File: src/rtl/fir_pkg.sv
// Shared types and constants for the FIR MAC sequencer.
// The FSM state enum, default widths, derived accumulator width and the
// sample/coefficient/product typedefs live here.
package fir_pkg;

  typedef enum logic [1:0] {
    ST_IDLE,
    ST_MAC,
    ST_FLUSH,
    ST_OUT
  } fir_state_t;

  localparam int unsigned FIR_SAMPLE_W = 16;
  localparam int unsigned FIR_MAX_TAPS = 16;
  localparam int unsigned FIR_PROD_W   = 2 * FIR_SAMPLE_W;

  // Wide enough that a sum of FIR_MAX_TAPS full-scale products cannot overflow.
  localparam int unsigned FIR_ACC_W    = FIR_PROD_W + $clog2(FIR_MAX_TAPS);

  typedef logic signed [FIR_SAMPLE_W-1:0] sample_t;
  typedef logic signed [FIR_SAMPLE_W-1:0] coef_t;
  typedef logic signed [FIR_PROD_W-1:0]   prod_t;
  typedef logic signed [FIR_ACC_W-1:0]    acc_t;

  // Accumulator width for arbitrary sample width and tap count.
  function automatic int unsigned fir_acc_width(input int unsigned sw,
                                                input int unsigned taps);
    return 2 * sw + $clog2(taps);
  endfunction

endpackage

File: src/rtl/fir_mac.sv
// Multiply-accumulate datapath: one registered signed product per cycle,
// folded into a clearable accumulator one cycle later.
module fir_mac
  import fir_pkg::*;
#(
  parameter int unsigned C_SAMPLE_WIDTH = FIR_SAMPLE_W,
  parameter int unsigned C_ACC_WIDTH    = FIR_ACC_W
) (
  input  logic                             clk_i,
  input  logic                             rst_i,
  input  logic                             in_valid_i,
  input  logic signed [C_SAMPLE_WIDTH-1:0] a_i,
  input  logic signed [C_SAMPLE_WIDTH-1:0] b_i,
  input  logic                             acc_clr_i,
  output logic signed [C_ACC_WIDTH-1:0]    acc_o
);

  localparam int unsigned PW = 2 * C_SAMPLE_WIDTH;

  logic signed [PW-1:0]          prod_d;
  logic signed [PW-1:0]          prod_q;
  logic                          prod_vld_q;
  logic signed [C_ACC_WIDTH-1:0] acc_d;
  logic signed [C_ACC_WIDTH-1:0] acc_q;

  // Full-precision signed product of the current tap operands.
  always_comb begin
    prod_d = PW'(a_i) * PW'(b_i);
  end

  // Accumulator next value: clear wins over accumulation.
  always_comb begin
    acc_d = acc_q;
    if (acc_clr_i) begin
      acc_d = '0;
    end else if (prod_vld_q) begin
      acc_d = acc_q + C_ACC_WIDTH'(prod_q);
    end
  end

  // Product pipeline register and accumulator state.
  always_ff @(posedge clk_i) begin
    if (rst_i) begin
      prod_q     <= '0;
      prod_vld_q <= 1'b0;
      acc_q      <= '0;
    end else begin
      if (in_valid_i) begin
        prod_q <= prod_d;
      end
      prod_vld_q <= in_valid_i;
      acc_q      <= acc_d;
    end
  end

  assign acc_o = acc_q;

endmodule

File: src/rtl/fir_mac_sequencer.sv
// Time-multiplexed FIR filter: one shared multiplier walks the active taps
// over a circular sample history, then presents the result on a
// valid/ready output.
// Optional feature: define FIR_SEQ_SAT_EN to saturate the result to the
// signed output range instead of wrapping.
module fir_mac_sequencer
  import fir_pkg::*;
#(
  parameter int unsigned C_MAX_TAPS     = 16,
  parameter int unsigned C_SAMPLE_WIDTH = 16,
  parameter int unsigned C_OUT_WIDTH    = 32
) (
  input  logic                              s00_axi_aclk,
  input  logic                              s00_axi_areset,
  input  logic [$clog2(C_MAX_TAPS):0]       cfg_ntaps,
  input  logic                              coef_we,
  input  logic [$clog2(C_MAX_TAPS)-1:0]     coef_addr,
  input  logic signed [C_SAMPLE_WIDTH-1:0]  coef_wdata,
  output logic                              coef_err,
  input  logic                              s_valid,
  output logic                              s_ready,
  input  logic signed [C_SAMPLE_WIDTH-1:0]  s_data,
  output logic                              m_valid,
  input  logic                              m_ready,
  output logic [C_OUT_WIDTH-1:0]            m_data,
  output logic                              busy
);

  localparam int unsigned LW = $clog2(C_MAX_TAPS);
  localparam int unsigned NW = LW + 1;
  localparam int unsigned SW = C_SAMPLE_WIDTH;
  localparam int unsigned OW = C_OUT_WIDTH;
  localparam int unsigned AW = fir_acc_width(C_SAMPLE_WIDTH, C_MAX_TAPS);

  fir_state_t state_q, state_d;

  logic [LW-1:0]        wptr_q;
  logic [LW-1:0]        base_q;
  logic [NW-1:0]        ntaps_q;
  logic [NW-1:0]        ntaps_clamped;
  logic [NW-1:0]        tap_q;
  logic signed [SW-1:0] hist_q [C_MAX_TAPS];
  logic signed [SW-1:0] coef_q [C_MAX_TAPS];

  logic                 coef_err_q;
  logic                 m_valid_q;
  logic [OW-1:0]        m_data_q;

  logic                 accept;
  logic                 mac_issue;
  logic                 out_load;
  logic                 out_fire;
  logic                 last_tap;

  logic [LW-1:0]        rd_idx;
  logic signed [SW-1:0] mul_a;
  logic signed [SW-1:0] mul_b;
  logic signed [AW-1:0] acc;
  logic [OW-1:0]        result;

  // Map the requested tap count into 1..C_MAX_TAPS.
  always_comb begin
    ntaps_clamped = cfg_ntaps;
    if (cfg_ntaps == '0) begin
      ntaps_clamped = NW'(1);
    end else if (cfg_ntaps > NW'(C_MAX_TAPS)) begin
      ntaps_clamped = NW'(C_MAX_TAPS);
    end
  end

  assign last_tap = (tap_q == ntaps_q - NW'(1));

  // FSM state register.
  always_ff @(posedge s00_axi_aclk) begin
    if (s00_axi_areset) begin
      state_q <= ST_IDLE;
    end else begin
      state_q <= state_d;
    end
  end

  // FSM next-state logic.
  always_comb begin
    state_d = state_q;
    unique case (state_q)
      ST_IDLE:  if (accept)   state_d = ST_MAC;
      ST_MAC:   if (last_tap) state_d = ST_FLUSH;
      ST_FLUSH: state_d = ST_OUT;
      ST_OUT:   if (out_fire) state_d = ST_IDLE;
      default:  state_d = ST_IDLE;
    endcase
  end

  // FSM outputs and datapath control strobes.
  // The result register is loaded on the first OUT cycle, after the FLUSH
  // edge has folded the last product into the accumulator.
  always_comb begin
    s_ready   = (state_q == ST_IDLE);
    busy      = (state_q != ST_IDLE);
    accept    = s_valid && (state_q == ST_IDLE);
    mac_issue = (state_q == ST_MAC);
    out_load  = (state_q == ST_OUT) && !m_valid_q;
    out_fire  = m_valid_q && m_ready;
  end

  // Write pointer, pass-local base pointer, latched tap count, tap counter.
  always_ff @(posedge s00_axi_aclk) begin
    if (s00_axi_areset) begin
      wptr_q  <= '0;
      base_q  <= '0;
      ntaps_q <= NW'(1);
      tap_q   <= '0;
    end else if (accept) begin
      wptr_q  <= wptr_q + LW'(1);
      base_q  <= wptr_q;
      ntaps_q <= ntaps_clamped;
      tap_q   <= '0;
    end else if (mac_issue) begin
      tap_q   <= tap_q + NW'(1);
    end
  end

  // Sample history and coefficient storage; writes only while idle.
  always_ff @(posedge s00_axi_aclk) begin
    if (s00_axi_areset) begin
      for (int unsigned i = 0; i < C_MAX_TAPS; i++) begin
        hist_q[i] <= '0;
        coef_q[i] <= '0;
      end
    end else begin
      if (accept) begin
        hist_q[wptr_q] <= s_data;
      end
      if (coef_we && (state_q == ST_IDLE)) begin
        coef_q[coef_addr] <= coef_wdata;
      end
    end
  end

  // One-cycle error pulse for coefficient writes outside IDLE.
  always_ff @(posedge s00_axi_aclk) begin
    if (s00_axi_areset) begin
      coef_err_q <= 1'b0;
    end else begin
      coef_err_q <= coef_we && (state_q != ST_IDLE);
    end
  end

  // Tap k reads the sample written k acceptances before this one.
  always_comb begin
    rd_idx = base_q - tap_q[LW-1:0];
    mul_a  = hist_q[rd_idx];
    mul_b  = coef_q[tap_q[LW-1:0]];
  end

  fir_mac #(
    .C_SAMPLE_WIDTH (SW),
    .C_ACC_WIDTH    (AW)
  ) u_mac (
    .clk_i      (s00_axi_aclk),
    .rst_i      (s00_axi_areset),
    .in_valid_i (mac_issue),
    .a_i        (mul_a),
    .b_i        (mul_b),
    .acc_clr_i  (accept),
    .acc_o      (acc)
  );

`ifdef FIR_SEQ_SAT_EN
  localparam int unsigned EW = ((AW > OW) ? AW : OW) + 1;

  logic signed [EW-1:0] acc_ext;
  logic signed [EW-1:0] sat_max;
  logic signed [EW-1:0] sat_min;

  // Clamp the accumulator into the signed output range.
  always_comb begin
    acc_ext          = EW'(acc);
    sat_max          = '0;
    sat_max[OW-2:0]  = '1;
    sat_min          = ~sat_max;
    if (acc_ext > sat_max) begin
      result = OW'(sat_max);
    end else if (acc_ext < sat_min) begin
      result = OW'(sat_min);
    end else begin
      result = OW'(acc_ext);
    end
  end
`else
  // Keep the low output bits of the accumulator (two's-complement wrap).
  always_comb begin
    result = OW'(acc);
  end
`endif

  // Output register: loaded once per pass, held until the consumer accepts.
  always_ff @(posedge s00_axi_aclk) begin
    if (s00_axi_areset) begin
      m_valid_q <= 1'b0;
      m_data_q  <= '0;
    end else if (out_load) begin
      m_valid_q <= 1'b1;
      m_data_q  <= result;
    end else if (out_fire) begin
      m_valid_q <= 1'b0;
    end
  end

  assign m_valid  = m_valid_q;
  assign m_data   = m_data_q;
  assign coef_err = coef_err_q;

endmodule

File: config.mk
export PLATFORM = sky130hd
export DESIGN_NAME = fir_mac_sequencer
export DESIGN_NICKNAME = d
export VERILOG_FILES = /design/src/rtl/fir_pkg.sv /design/src/rtl/fir_mac.sv /design/src/rtl/fir_mac_sequencer.sv
export SDC_FILE = /design/constraint.sdc
export NUM_CORES = 2
export LEC_CHECK = 0
export ABC_CLOCK_PERIOD_IN_PS = 8100
export BUFFER_PORTS_ARGS = -buffer_cell sky130_fd_sc_hd__buf_4
export CAP_MARGIN = 20
export CORE_ASPECT_RATIO = 1.25
export CORE_MARGIN = 2
export CORE_UTILIZATION = 30
export DETAILED_ROUTE_END_ITERATION = 7
export GPL_TIMING_DRIVEN = 1
export HOLD_SLACK_MARGIN = 0.05
export PLACE_DENSITY = 0.54
export SLEW_MARGIN = 30
export SYNTH_ARGS = -nofsm -noshare
export SYNTH_HDL_FRONTEND = slang
export SYNTH_HIERARCHICAL = 1
export SYNTH_SLANG_ARGS = --single-unit
File: constraint.sdc
create_clock -name s00_axi_aclk -period 8.1 [get_ports s00_axi_aclk]
set_input_delay 0.405 -clock s00_axi_aclk [delete_from_list [all_inputs] [get_ports s00_axi_aclk]]
set_output_delay 0.405 -clock s00_axi_aclk [all_outputs]
set_load 0.02 [all_outputs]
==> impl_metrics.py <==
metrics = {
    "run_status": {
        "status": "completed",
    },
    "global_route": {
        "grt_usage": 0.148,
        "grt_max_degree": 47,
        "overflow": 0,
        "antenna_found_initial": 2,
        "grt_pass1_vias": 25100,
        "gr-usage-met1": 0.184,
        "grt_pass1_wl_mm": 152,
        "gr-usage-met3": 0.0180,
        "use_met2": 0.267,
        "grt_most_used_layer": "met2",
    },
    "worst_setup_path": {
        "critPathLaunchType": "flop",
        "cpMostUsedCell": "fa_1",
        "worstSetupPathType": "reg2reg",
        "critPathMaxFanout": 12,
        "max_stage_delay_ns": 0.84,
        "cp.arrival_ns": 8.53,
        "cp_data_required_time_ns": 8.64,
        "cp-end-kind": "flop",
        "crit_path_top_delay_cell": "fa_4",
    },
    "timing": {
        "period_minus_slack_ns": 8.00,
        "drv_slew": 0,
        "rsz0062_at_grt": "yes",
        "post-route-period-util": 0.987,
        "finalSetupTns_ns": 0,
        "fin_skew_ns": 0.0714,
        "layout_setup_ws_ns": 0.103,
        "hold_violations": 0,
        "max_freq_mhz": 125,
        "slew_headroom": 0.328,
        "setup_violations": 0,
        "tightest_slew_ns": 1.01,
    },
    "synth": {
        "synth_area_um2": 39200,
        "ys_warn_count": 6,
        "syn-num-nets": 3637,
        "synthCells": 3200,
        "avgSynthCellArea_um2": 12.3,
    },
    "drt": {
        "drcViolationCount": 0,
        "ant_nets": 0,
        "via_count": 23500,
        "wl_per_cell_um": 19.1,
        "dr.pass1.iters": 5,
        "drt-vias-per-instance": 4.57,
        "drt-initial-drc-count": 1381,
        "drt-total-wl_mm": 98.2,
    },
    "cts": {
        "clock_latency_ns": 0.68,
        "path_clk_slew_ns": 0.08,
        "clock-root-buffer": "clkbuf_16",
        "cts_buffers": 71,
        "htree_levels": 3,
        "cts_tree": "done",
        "numClockSinks": 635,
        "clockBufferDepth": 3,
    },
    "place": {
        "gp_congestion": 0.819,
        "io_buffers": 81,
        "place_ws_ns": -0.136,
        "hpwl_mm": 69.6,
    },
    "flow_run": {
        "maxCapViolCount": 0,
    },
    "cells_and_area": {
        "post_route_cells_drive_above_1_share": 0.168,
        "synthToLayoutAreaGrowth_pct": 15.9,
        "fill_cells": 12700,
        "seq_area_um2": 17800,
        "layout_commonest_cell": "and2_1",
        "layout_common_cells": "and2_1, edfxtp_1, inv_1, fa_1, buf_4",
        "nets": 3809,
        "multi_input_area_um2": 19500,
        "fin_util": 0.350,
    },
    "floorplan": {
        "rows": 148,
        "core_um2": 130000,
        "die_w_um": 327,
        "die_area_um2": 134000,
        "num_io_pins": 82,
        "start_util": 0.302,
        "die_y_um": 408,
    },
    "worst_hold_path": {
        "hp-class": "in2reg",
    },
}
## stage by stage
| stage | instances | hold WS, ns | area, um2 |
|---|---|---|---|
| after global routing | 5150 | 0.137 | 45400 |
| final | 5150 | 0.143 | 45400 |
| after global placement | 5015 | 0.446 | 42800 |
| after detailed placement | 5015 | 0.449 | 42800 |
| after CTS | 5147 | 0.0865 | 45300 |
| after floorplan | 3200 | 0.436 | 39200 |
## metal layers
layer / vias up / wire, um
met5: - / 0
met4: 0 / 2130
met3: 119 / 3050
met2: 385 / 51200
met1: 11900 / 41800
li1: 11100 / -
## final cells by class
class,count,area share
Multi-Input combinational cell,2051,0.430
Sequential cell,635,0.393
Timing Repair Buffer,267,0.0491
Tap cell,1725,0.0475
Clock buffer,88,0.0412
Inverter,346,0.0286
Clock inverter,36,0.0106
Antenna cell,2,0.000110
## critical path, delay by kind of cell, from the launching register on
| family | cells | cell delay [ns] |
|---|---|---|
| DFF | 1 | 0.32 |
| adders and majority gates | 9 | 4.46 |
| buffers and inverters | 7 | 0.83 |
| and+or+nand+nor | 3 | 0.41 |
| muxes | 3 | 0.54 |
| AOI/OAI and AO/OA | 6 | 1.10 |
| xor gates and xnor gates | 1 | 0.20 |
## final timing paths
check / startpoint / endpoint / slack, ns / cells after the start
max: base_q[0] / u_mac/prod_q[29] / 0.10 / 29
min: coef_wdata[8] / coef_q[2][8] / 0.14 / 2
max reg2reg: base_q[0] / u_mac/prod_q[29] / 0.10 / 29
min reg2reg: m_data[0] / m_data[0] / 0.45 / 2
## sequential cells by signal, indices dropped and copies added (netlist names), 2 cells and up, named ones only
signal	cells
tap_q	5
u_mac/prod_q	32
coef_q	256
state_q	2
m_data	32
base_q	4
wptr_q	4
ntaps_q	5
u_mac/acc_o	32
hist_q	256
## what timing repair did
item | 4_1_cts | 5_1_grt
endpoints found under the hold margin | 7 | 0
gates resized for setup | 4 | 34
hold buffers | 7 | 0
endpoints found under the setup margin | 1 | 13
pin swaps | 1 | 3
setup buffers | 1 | 1
Power is not shown: default switching activity piles up to over one toggle a cycle in this logic, so the estimate is an artifact.
